==> config.mk <==
export PLATFORM = sky130hd
export DESIGN_NAME = bus_rr_scheduler
export DESIGN_NICKNAME = d
export VERILOG_FILES = /design/src/rtl/bus_pkg.sv /design/src/rtl/rr_pick.sv /design/src/rtl/bus_rr_scheduler.sv
export SDC_FILE = /design/constraint.sdc
export NUM_CORES = 1
export LEC_CHECK = 0
export BUFFER_PORTS_ARGS = -buffer_cell sky130_fd_sc_hd__buf_2
export CAP_MARGIN = 20
export CORE_AREA = 8 8 45 47
export CTS_CLUSTER_SIZE = 8
export DETAILED_ROUTE_END_ITERATION = 7
export DIE_AREA = 0 0 53 55
export SYNTH_ARGS = -nofsm -noshare
export SYNTH_HDL_FRONTEND = slang
export SYNTH_SLANG_ARGS = --single-unit
==> constraint.sdc <==
create_clock -name clk -period 1.5 [get_ports clk]
set_clock_uncertainty 0.15 [all_clocks]
set_input_delay 0.45 -clock clk [delete_from_list [all_inputs] [get_ports clk]]
set_output_delay 0.45 -clock clk [all_outputs]
set_load 0.05 [all_outputs]
==> src/rtl/bus_pkg.sv <==
// Shared types and constants for the round-robin bus scheduler.
// Holds the ownership state encoding and width helpers used by all blocks.
package bus_pkg;

  localparam int WDOG_W = 16;

  typedef enum logic {
    IDLE = 1'b0,
    OWN  = 1'b1
  } bus_state_e;

  // Width of a master index; a single requester pair still needs one bit.
  function automatic int master_id_w(input int n);
    return (n <= 2) ? 1 : $clog2(n);
  endfunction

endpackage

==> src/rtl/rr_pick.sv <==
// Combinational round-robin picker: the first requester after last_owner wins,
// with last_owner itself considered last.
module rr_pick
  import bus_pkg::*;
#(
  parameter int N_MASTER = 3
) (
  input  logic [N_MASTER-1:0]              req,
  input  logic [master_id_w(N_MASTER)-1:0] last_owner,
  output logic                             valid,
  output logic [master_id_w(N_MASTER)-1:0] index
);

  localparam int ID_W = master_id_w(N_MASTER);

  logic [N_MASTER-1:0] above;
  logic [N_MASTER-1:0] masked;

  // Requesters strictly above last_owner take precedence; if none, wrap to the
  // lowest requester overall, which reaches last_owner only when it is alone.
  always_comb begin
    // NOTE: every output and temporary gets a default first so no path leaves
    // it unassigned, which would otherwise infer a latch.
    above = '0;
    for (int i = 0; i < N_MASTER; i++) begin
      above[i] = (ID_W'(i) > last_owner);
    end
    masked = req & above;
    valid  = |req;
    index  = '0;
    if (|masked) begin
      for (int i = N_MASTER - 1; i >= 0; i--) begin
        if (masked[i]) index = ID_W'(i);
      end
    end else begin
      for (int i = N_MASTER - 1; i >= 0; i--) begin
        if (req[i]) index = ID_W'(i);
      end
    end
  end

endmodule

==> src/rtl/bus_rr_scheduler.sv <==
// Transaction-locked round-robin owner of the CPU bus master port, with an
// optional master-0 priority override and a watchdog that frees a hung owner.
module bus_rr_scheduler
  import bus_pkg::*;
#(
  parameter int N_MASTER = 3,
  parameter int PRIO0    = 0,
  parameter int TIMEOUT  = 0
) (
  input  logic                             clk,
  input  logic                             rst,
  input  logic [N_MASTER-1:0]              req,
  input  logic                             done,
  output logic [N_MASTER-1:0]              grant,
  output logic [master_id_w(N_MASTER)-1:0] grant_id,
  output logic                             busy,
  output logic                             timeout_err
);

  localparam int ID_W = master_id_w(N_MASTER);

  bus_state_e        state_q, state_d;
  logic [ID_W-1:0]   owner_q, owner_d;
  logic [ID_W-1:0]   last_q, last_d;
  logic [WDOG_W-1:0] cnt_q, cnt_d;
  logic              terr_q, terr_d;

  logic              pick_valid;
  logic [ID_W-1:0]   pick_idx;
  logic              prio_hit;
  logic              win_valid;
  logic [ID_W-1:0]   win_idx;
  logic              wdog_exp;
  logic              arb;

  rr_pick #(.N_MASTER(N_MASTER)) u_pick (
    .req        (req),
    .last_owner (last_q),
    .valid      (pick_valid),
    .index      (pick_idx)
  );

  // State register; last_owner starts at the top index so master 0 is searched first.
  always_ff @(posedge clk or posedge rst) begin
    if (rst) begin
      state_q <= IDLE;
      owner_q <= '0;
      last_q  <= ID_W'(N_MASTER - 1);
      cnt_q   <= '0;
      terr_q  <= 1'b0;
    end else begin
      // NOTE: sequential state uses non-blocking assignments so every register
      // samples the pre-edge values, independent of statement order.
      state_q <= state_d;
      owner_q <= owner_d;
      last_q  <= last_d;
      cnt_q   <= cnt_d;
      terr_q  <= terr_d;
    end
  end

  // Next-state logic: arbitrate when idle, on done, or when the watchdog expires.
  always_comb begin
    prio_hit  = (PRIO0 != 0) && req[0];
    win_valid = prio_hit || pick_valid;
    win_idx   = prio_hit ? '0 : pick_idx;
    wdog_exp  = (TIMEOUT > 0) && (state_q == OWN) && !done &&
                (cnt_q == WDOG_W'(TIMEOUT - 1));
    arb       = (state_q == IDLE) || done || wdog_exp;

    state_d = state_q;
    owner_d = owner_q;
    last_d  = last_q;
    cnt_d   = cnt_q;
    terr_d  = 1'b0;

    if (arb) begin
      cnt_d  = '0;
      terr_d = wdog_exp;
      if (win_valid) begin
        state_d = OWN;
        owner_d = win_idx;
        last_d  = win_idx;
      end else begin
        state_d = IDLE;
        owner_d = '0;
      end
    end else if ((state_q == OWN) && (TIMEOUT > 0)) begin
      cnt_d = cnt_q + WDOG_W'(1);
    end
  end

  // Output decode from registered state only; req/done never reach grant directly.
  always_comb begin
    grant = '0;
    for (int i = 0; i < N_MASTER; i++) begin
      grant[i] = (state_q == OWN) && (owner_q == ID_W'(i));
    end
    busy        = (state_q == OWN);
    grant_id    = owner_q;
    timeout_err = terr_q;
  end

endmodule
==> impl_metrics.ini, run 1 <==
[drt]
vias_per_cell = 4.45
drtIter0Drc = 4
wl_per_cell_um = 10.7
firstDrtPassIters = 3
wl_um = 682
antenna_left = 0
vias = 285
drc = 0

[cells_and_area]
layout_commonest_cell = buf_2
nFillCells = 149
drive_gt1_frac = 0.458
final_cells = 64
n_antenna_cell = 0
synthToLayoutAreaGrowth_pct = 48.9
seqCellArea_um2 = 130
fin_nets = 55
layout_common_cells = 7 x buf_2, 4 x nand2_1
multi_input_comb_area_um2 = 168

[worst_setup_path]
end_kind = output port
crit_fanout = 5
arrival_ns = 1.07
path_class = flip-flop to output port
rr_endpoint = grant_id[0]$_DFFE_PP0N_
cp-start-kind = flip-flop
r2r_start = last_q[1]$_DFFE_PP1P_
reg2reg_slack_ns = 0.35
crit_required_ns = 0.90
r2r_cells = 3

[clocking]
cts_tree = done
clock_sinks = 5
clock_latency_ns = 0.24
clock-root-buffer = clkbuf_4
cts_buffers = 3
cts.clk_slew.worst_paths_ns = 0.04
cts_buffer_depth = 2
htree_levels = 1
cts_setup_buffers = 0

[sta]
rsz0062_at_grt = true
fin_crit_sh = 1.11
setup_slack_ns = -0.170
finalCriticalPeriod_ns = 1.67
final-hold-violation-count = 0
slew_viol_final = 0
setup_viol = 5
fmax_ghz = 0.599

[synth]
syn_area_um2 = 292
synthDistinctLibCells = 19
synth-warning-count = 0
avgSynthCellArea_um2 = 8.83
post_synth_inst_count = 33
ys_seq_area_frac = 0.433
synthesis.nets = 39
yosys.area.top_type = dfrtp_1
synth-seq-cells = 5
synth_top_cell_area_share = 0.343
synthTopCellsByArea = dfrtp_1 34%, dfstp_2 9.0%, and3b_1 6.0%

[die]
core_um2 = 1380
die_x_um = 53
die_y_um = 55
num_rows = 14
die_area_um2 = 2920
start_util = 0.211
ios = 13

[place]
placement.io_buffers = 11
placed_cells = 59
routabilityCongestion = 0.839

[global_routing]
grt_use_total = 0.0533
grt_overflow = 0
grt_pass1_wl_um = 1040
grt_pass1_vias = 254
grt_max_degree = 7
antenna_found_initial = 0

[power]
peakVddDrop_mv = 0.639
cellPowerDensity_nw_per_um2 = 1440
leakage_nw = 0.200
finalPower_w = 0.000627

[hold_path]
hold_path_class = input port to flip-flop
hold_depth = 3
holdPathEnd = last_q[1]$_DFFE_PP1P_
min_from = req[2]

[outcome]
violations = setup timing
status = finished, violations left

[flow_run]
max_cap_viol_count = 0
[registers in the layout, summed over array words and instances (netlist names)]
register and cells:
busy 1, grant_id 2, last_q 2
[power by group]
group / leakage (nW) / switching [W] / internal, W
Sequential: 0.0545 / 0.0000382 / 0.000169
Clock: 0.0150 / 0.0000553 / 0.000101
Combinational: 0.131 / 0.000161 / 0.000102
[Yosys cell counts, drive strengths merged]
master and number:
and2b 1, and3b 2, buf 1, conb 1, dfrtp 4, dfstp 1
inv 1, mux2i 1, nand2 4, nand2b 2, nand3 2, nand3b 1
nor2 2, nor2b 1, nor3b 1, o211ai 1, o21ai 6, o22a 1
[kinds of logic (layout without fill, tap and decap cells)]
group | Yosys count | count (layout) | synth area share
AO/OA/AOI/OAI | 8 | 8 | 0.159
buffers and inverters | 2 | 17 | 0.0386
flip-flops | 5 | 5 | 0.434
multiplexers | 1 | 1 | 0.0343
other | 1 | 1 | 0.0129
AND/OR/NAND/NOR | 16 | 16 | 0.322
[routing by layer]
metal  track usage  wire length, µm  vias up
li1              -                -      142
met1        0.0417              262      125
met2        0.0762              300       16
met3        0.0428              100        2
met4        0.0647               19        0
met5             0                0        -
[worst max-delay path, cell delays in order (launching register included)]
cell,delay (ns)
dfrtp_2,0.43
and3b_2,0.24
buf_6,0.15
[through the flow]
| step | setup WS [ns] | TNS, ns | hold WS (ns) | area [µm²] | util |
|---|---|---|---|---|---|
| after floorplan | -0.181 | -0.292 | 0.0776 | 309 | - |
| after global placement | 0.00167 | 0 | 0.200 | 377 | 0.272 |
| after detailed placement | 0.00147 | 0 | 0.200 | 377 | 0.272 |
| after CTS | -0.179 | -0.579 | 0.312 | 434 | 0.314 |
| after global routing | -0.202 | -0.707 | 0.323 | 434 | 0.314 |
| final | -0.170 | -0.534 | 0.320 | 434 | 0.314 |
[final cells by class]
cell class	count	area share
inverter	1	0.00865
multi-input combinational	26	0.386
tap	16	0.0461
sequential	5	0.300
timing repair buffer	12	0.199
clock buffer	4	0.0605
[worst max-delay path by stage]
stage	from	end	cells past startpoint
floorplan	busy$_DFFE_PP0N_	grant[0]	1
global placement	grant_id[1]$_DFFE_PP0N_	grant[1]	2
detailed placement	grant_id[0]$_DFFE_PP0N_	grant[2]	2
CTS	grant_id[0]$_DFFE_PP0N_	grant[2]	2
global route	grant_id[1]$_DFFE_PP0N_	grant[1]	2
finish	grant_id[1]$_DFFE_PP0N_	grant[1]	2
[repair_timing]
action                                  CTS  global route
endpoints found under the setup margin    6             6
hold buffers                              1             0
pin swaps                                 1             0
endpoints found under the hold margin     4             0
gates resized for setup                   7             0
No activity file was read; power rests on OpenSTA's default activity.
==> run 2: changes to the inputs <==
--- a/config.mk
+++ b/config.mk
@@ -5,12 +5,11 @@
 export SDC_FILE = /design/constraint.sdc
 export NUM_CORES = 1
 export LEC_CHECK = 0
-export BUFFER_PORTS_ARGS = -buffer_cell sky130_fd_sc_hd__buf_2
 export CAP_MARGIN = 20
 export CORE_AREA = 8 8 45 47
-export CTS_CLUSTER_SIZE = 8
 export DETAILED_ROUTE_END_ITERATION = 7
 export DIE_AREA = 0 0 53 55
+export DONT_BUFFER_PORTS = 1
 export SYNTH_ARGS = -nofsm -noshare
 export SYNTH_HDL_FRONTEND = slang
 export SYNTH_SLANG_ARGS = --single-unit
==> run 2 against run 1 <==
Against the previous run:
- critical endpoint unchanged
- via count down 1.1%
- largest power group unchanged
- critical path type unchanged
- first-iteration DRC count up 75%
- clock power about the same
- combinational power up 13%
- core utilization up 0.54 points
- flip-flop and latch count unchanged
- the run still ends with setup timing left
- global-route usage up 0.60 points
- die area unchanged
==> impl_metrics.ini, run 2 (synthesized netlist as in run 1, its figures left out) <==
[worst_setup_path]
slowest_delay_ns = 0.42
critPathSlowestCell = dfrtp_2
crit_required_ns = 0.90
rr_endpoint = grant_id[0]$_DFFE_PP0N_
end_kind = output port
crit_fanout = 4
r2r_cells = 3
r2r_start = last_q[1]$_DFFE_PP1P_
cp-start-kind = flip-flop
path_class = flip-flop to output port
arrival_ns = 1.08
cp_top_family = flip-flops
startpoint = grant_id[1]$_DFFE_PP0N_
cp.depth = 1
path_cells = and3b_2
worstPathBufferInverterCount = 0
worstSetupEndpoint = grant[1]
reg2reg_slack_ns = 0.34

[global_routing]
grt_max_degree = 7
grt_use_total = 0.0593
grt_overflow = 0
grt_pass1_vias = 268
grt_pass1_wl_um = 1150
antenna_found_initial = 0

[cells_and_area]
fin_nets = 51
multi_input_comb_area_um2 = 168
seqCellArea_um2 = 130
layout_commonest_cell = nand2_1
drive_gt1_frac = 0.409
final_cells = 60
n_antenna_cell = 0
synthToLayoutAreaGrowth_pct = 51.5
nFillCells = 150

[die]
num_rows = 14
die_area_um2 = 2920
die_x_um = 53
start_util = 0.211
core_um2 = 1380
die_y_um = 55
ios = 13

[sta]
fin_crit_sh = 1.12
finalCriticalPeriod_ns = 1.68
slew_viol_final = 0
final-hold-violation-count = 0
fmax_ghz = 0.595
setup_slack_ns = -0.182
rsz0062_at_grt = true
setup_viol = 5

[clocking]
cts_tree = done
cts_buffers = 3
cts.clk_slew.worst_paths_ns = 0.04
clock_sinks = 5
htree_levels = 1
clock-root-buffer = clkbuf_4
clock_latency_ns = 0.24
cts_buffer_depth = 2

[drt]
firstDrtPassIters = 2
antenna_left = 0
vias_per_cell = 4.70
wl_um = 744
drtIter0Drc = 7
wl_per_cell_um = 12.4
drc = 0
vias = 282

[hold_path]
hold_depth = 2
hold_path_class = input port to flip-flop

[place]
dpl.hpwl_um = 557
placed_cells = 52
routabilityCongestion = 0.840
placement.io_buffers = 0
dp_slack_ns = 0.0575

[outcome]
violations = setup timing
status = finished, violations left

[power]
peakVddDrop_mv = 0.646
leakage_nw = 0.193
cellPowerDensity_nw_per_um2 = 1490
finalPower_w = 0.000657

[flow_run]
max_cap_viol_count = 0
## run 2: cell types whose count changed in the layout (fill, tap and decap cells not counted)
cell,before,now
buf_8,0,1
buf_12,0,1
buf_2,7,0
buf_4,1,2
## run 2: how the worst min path moves through the flow
stage | end | start | slack [ns]
finish | last_q[1]$_DFFE_PP1P_ | req[2] | 0.17
global route | last_q[1]$_DFFE_PP1P_ | req[2] | 0.17
CTS | last_q[1]$_DFFE_PP1P_ | req[2] | 0.16
detailed placement | last_q[0]$_DFFE_PP0P_ | rst | 0.1
global placement | last_q[0]$_DFFE_PP0P_ | rst | 0.1
floorplan | last_q[0]$_DFFE_PP0P_ | rst | 0.08
## run 2: what timing repair did
item / in CTS / in global routing
endpoints found under the hold margin: 4 / 0
buffers inserted: 2 / 1
setup endpoints to repair: 3 / 6
gates resized for setup: 2 / 3
pin swaps: 1 / 1
hold buffers: 1 / 0
## run 2: routing by layer
layer  wire length (µm)  vias up  track usage  part of all wire
met5                  0        -            0                 0
met2                354       17       0.0859              0.48
met4                 19        0       0.0517             0.026
li1                   -      134            -                 -
met3                121        2       0.0561              0.16
met1                248      129       0.0477              0.33
## run 2: stage by stage
| step | TNS (ns) | utilization | area [µm²] | hold WS, ns |
|---|---|---|---|---|
| after CTS | -0.687 | 0.306 | 423 | 0.164 |
| after floorplan | -0.292 | - | 309 | 0.0776 |
| after global placement | 0 | 0.263 | 364 | 0.0971 |
| after global routing | -0.923 | 0.319 | 442 | 0.171 |
| final | -0.743 | 0.319 | 442 | 0.171 |
| after detailed placement | 0 | 0.263 | 364 | 0.0980 |
## run 2: final cells by class
| type | instances | share of cell area |
|---|---|---|
| sequential | 5 | 0.295 |
| clock buffer | 4 | 0.0595 |
| tap | 16 | 0.0453 |
| inverter | 1 | 0.00850 |
| timing repair buffer | 8 | 0.212 |
| multi-input combinational | 26 | 0.380 |
## run 2: report_power, final
group / switching [W] / internal [W] / leakage (nW)
clock network: 0.0000529 / 0.000100 / 0.0150
registers: 0.0000369 / 0.000169 / 0.0545
logic: 0.000167 / 0.000131 / 0.124
==> run 3: changes to the inputs <==
--- a/config.mk
+++ b/config.mk
@@ -12,4 +12,5 @@
 export DONT_BUFFER_PORTS = 1
 export SYNTH_ARGS = -nofsm -noshare
 export SYNTH_HDL_FRONTEND = slang
+export SYNTH_HIERARCHICAL = 1
 export SYNTH_SLANG_ARGS = --single-unit
==> run 3 against run 2 <==
Against the previous run:
- cell area shrank 5.4%
- setup slack gained 0.077 ns
- combinational power shrank 31%
- routed wire length shrank 19%
- total power shrank 18%
- register-to-register slack lost 0.13 ns
- core utilization shrank 1.7 points
- maximum frequency grew 4.8%
- hold slack gained 0.13 ns
- synthesized cell count shrank 9.1%
- the flow still finishes with violations (setup timing)
- flip-flop and latch count is the same
==> impl_metrics.ini, run 3 <==
[power]
sw_frac_of_total = 0.375
cellPowerDensity_nw_per_um2 = 1290
p_comb_frac = 0.384
leakage_nw = 0.200
p_clk_frac = 0.284
p_seq_frac = 0.332
switchingPower_w = 0.000202
intPower_w = 0.000336
peakVddDrop_mv = 0.255

[clocking]
clock_latency_ns = 0.24
clock_sinks = 5
cts_tree = done
clock-root-buffer = clkbuf_4
htree_levels = 1
cts_buffers = 3
cts.clk_slew.worst_paths_ns = 0.04
cts_buffer_depth = 2

[place]
routabilityCongestion = 0.723
placed_cells = 48
dpl.hpwl_um = 484
placement.io_buffers = 0
dp_slack_ns = 0.0464

[flow_run]
max_cap_viol_count = 0

[synth]
avgSynthCellArea_um2 = 10.2
synthTopCellsByArea = dfrtp_1 33%, dfstp_2 8.6%, and3_2 7.4%
post_synth_inst_count = 30
synthArstFlopShare = 1.00
synthesis.nets = 36
synth_top_cell_area_share = 0.328
ys.flop_type = dfrtp_1
synthDistinctLibCells = 17
synth-edff-count = 0
ys_seq_area_frac = 0.414
yosys.area.top_type = dfrtp_1
syn_area_um2 = 305
synth-seq-cells = 5
synthTopCellsByCount = 4 x dfrtp_1, 4 x inv_1, 3 x and3_2
synth-warning-count = 6

[worst_setup_path]
crit_required_ns = 0.90
end_kind = output port
r2r_start = last_q[1]$_DFFE_PP1P_
slowest_delay_ns = 0.41
worstPathBufferInverterCount = 1
arrival_ns = 1.00
reg2reg_slack_ns = 0.21
path_class = flip-flop to output port
cp_top_family = flip-flops
crit_fanout = 3
cp-start-kind = flip-flop
r2r_cells = 4
path_cells = inv_2, and3_4
critPathSlowestCell = dfrtp_2
rr_endpoint = last_q[1]$_DFFE_PP1P_
startpoint = grant_id[1]$_DFFE_PP0P_

[die]
start_util = 0.221
num_rows = 14
die_x_um = 53
die_y_um = 55
ios = 13
core_um2 = 1380
die_area_um2 = 2920

[sta]
slew_viol_final = 0
holdWs_ns = 0.301
finalCriticalPeriod_ns = 1.60
final-hold-violation-count = 0
rsz0062_at_grt = true
setup_slack_ns = -0.104
fin_setup_tns_ns = -0.291
fmax_ghz = 0.623
fin_crit_sh = 1.07
setup_viol = 3

[cells_and_area]
fin_nets = 47
n_antenna_cell = 0
utilization = 0.302
synthToLayoutAreaGrowth_pct = 36.9
drive_gt1_frac = 0.550
final_cells = 56
layout_common_cells = 5 x buf_4, 3 x and3_4, 3 x dfrtp_2, 3 x clkbuf_4
layout_commonest_cell = buf_4

[global_routing]
grt_overflow = 0
grt_use_total = 0.0494
antenna_found_initial = 0
grt_pass1_vias = 231
grt_max_degree = 7
grt_pass1_wl_um = 931

[drt]
firstDrtPassIters = 1
antenna_left = 0
vias_per_cell = 4.14
vias = 232
wl_per_cell_um = 10.8
wl_um = 604
drc = 0
drtIter0Drc = 0

[outcome]
status = finished, violations left
violations = setup timing

[hold_path]
hold_path_class = input port to flip-flop
min_from = done
hold_depth = 2
holdPathEnd = grant_id[1]$_DFFE_PP0P_
## run 3: changes by cell type after synthesis, moves of 3 or more
cell and delta:
inv_1 +3, o21ai_1 -3, nand2_1 -3, and3_2 +3
## run 3: through the flow
stage	cell area, µm²	total power, W
floorplan	309	0.000329
global placement	344	0.000354
finish	418	0.000538
CTS	407	0.000540
global route	418	0.000572
detailed placement	344	0.000356
## run 3: what timing repair did
action,in CTS,in global routing
endpoints found under the hold margin,4,0
buffers inserted,2,1
endpoints found under the setup margin,3,4
gates resized for setup,5,1
pin swaps,2,0
hold buffers,1,0
## run 3: final cells by class
cell class / instances / area [µm²]
fill: 153 / 966
tap: 16 / 20.0
sequential: 5 / 130
multi-input combinational: 20 / 168
clock buffer: 4 / 26.3
timing repair buffer: 7 / 58.8
inverter: 4 / 15.0
## run 3: logic make-up after synthesis
family / synth area share
flops: 0.414
compound gates: 0.193
simple gates: 0.307
other cells: 0.0123
buf+inv: 0.0738
## run 3: worst max-delay path by stage
| stage | to | slack [ns] | cells past startpoint |
|---|---|---|---|
| after global placement | last_q[0]$_DFFE_PP0P_ | 0.04 | 3 |
| after global routing | grant[0] | -0.14 | 2 |
| final | grant[0] | -0.10 | 2 |
| after CTS | grant[0] | -0.11 | 2 |
| after floorplan | grant[0] | -0.04 | 2 |
| after detailed placement | last_q[0]$_DFFE_PP0P_ | 0.05 | 3 |
## run 3: routing by layer
metal / up-vias / wire length [µm] / global-route usage
li1: 118 / - / -
met1: 93 / 247 / 0.0508
met2: 16 / 199 / 0.0527
met3: 5 / 110 / 0.0241
met4: 0 / 46 / 0.0905
met5: - / 0 / 0
## run 3: power by group through the flow
stage	combinational [W]	clock [W]	sequential, W
floorplan	0.000122	0	0.000207
global placement	0.000177	0	0.000178
detailed placement	0.000178	0	0.000179
CTS	0.000203	0.000158	0.000179
global route	0.000219	0.000170	0.000183
finish	0.000206	0.000153	0.000179
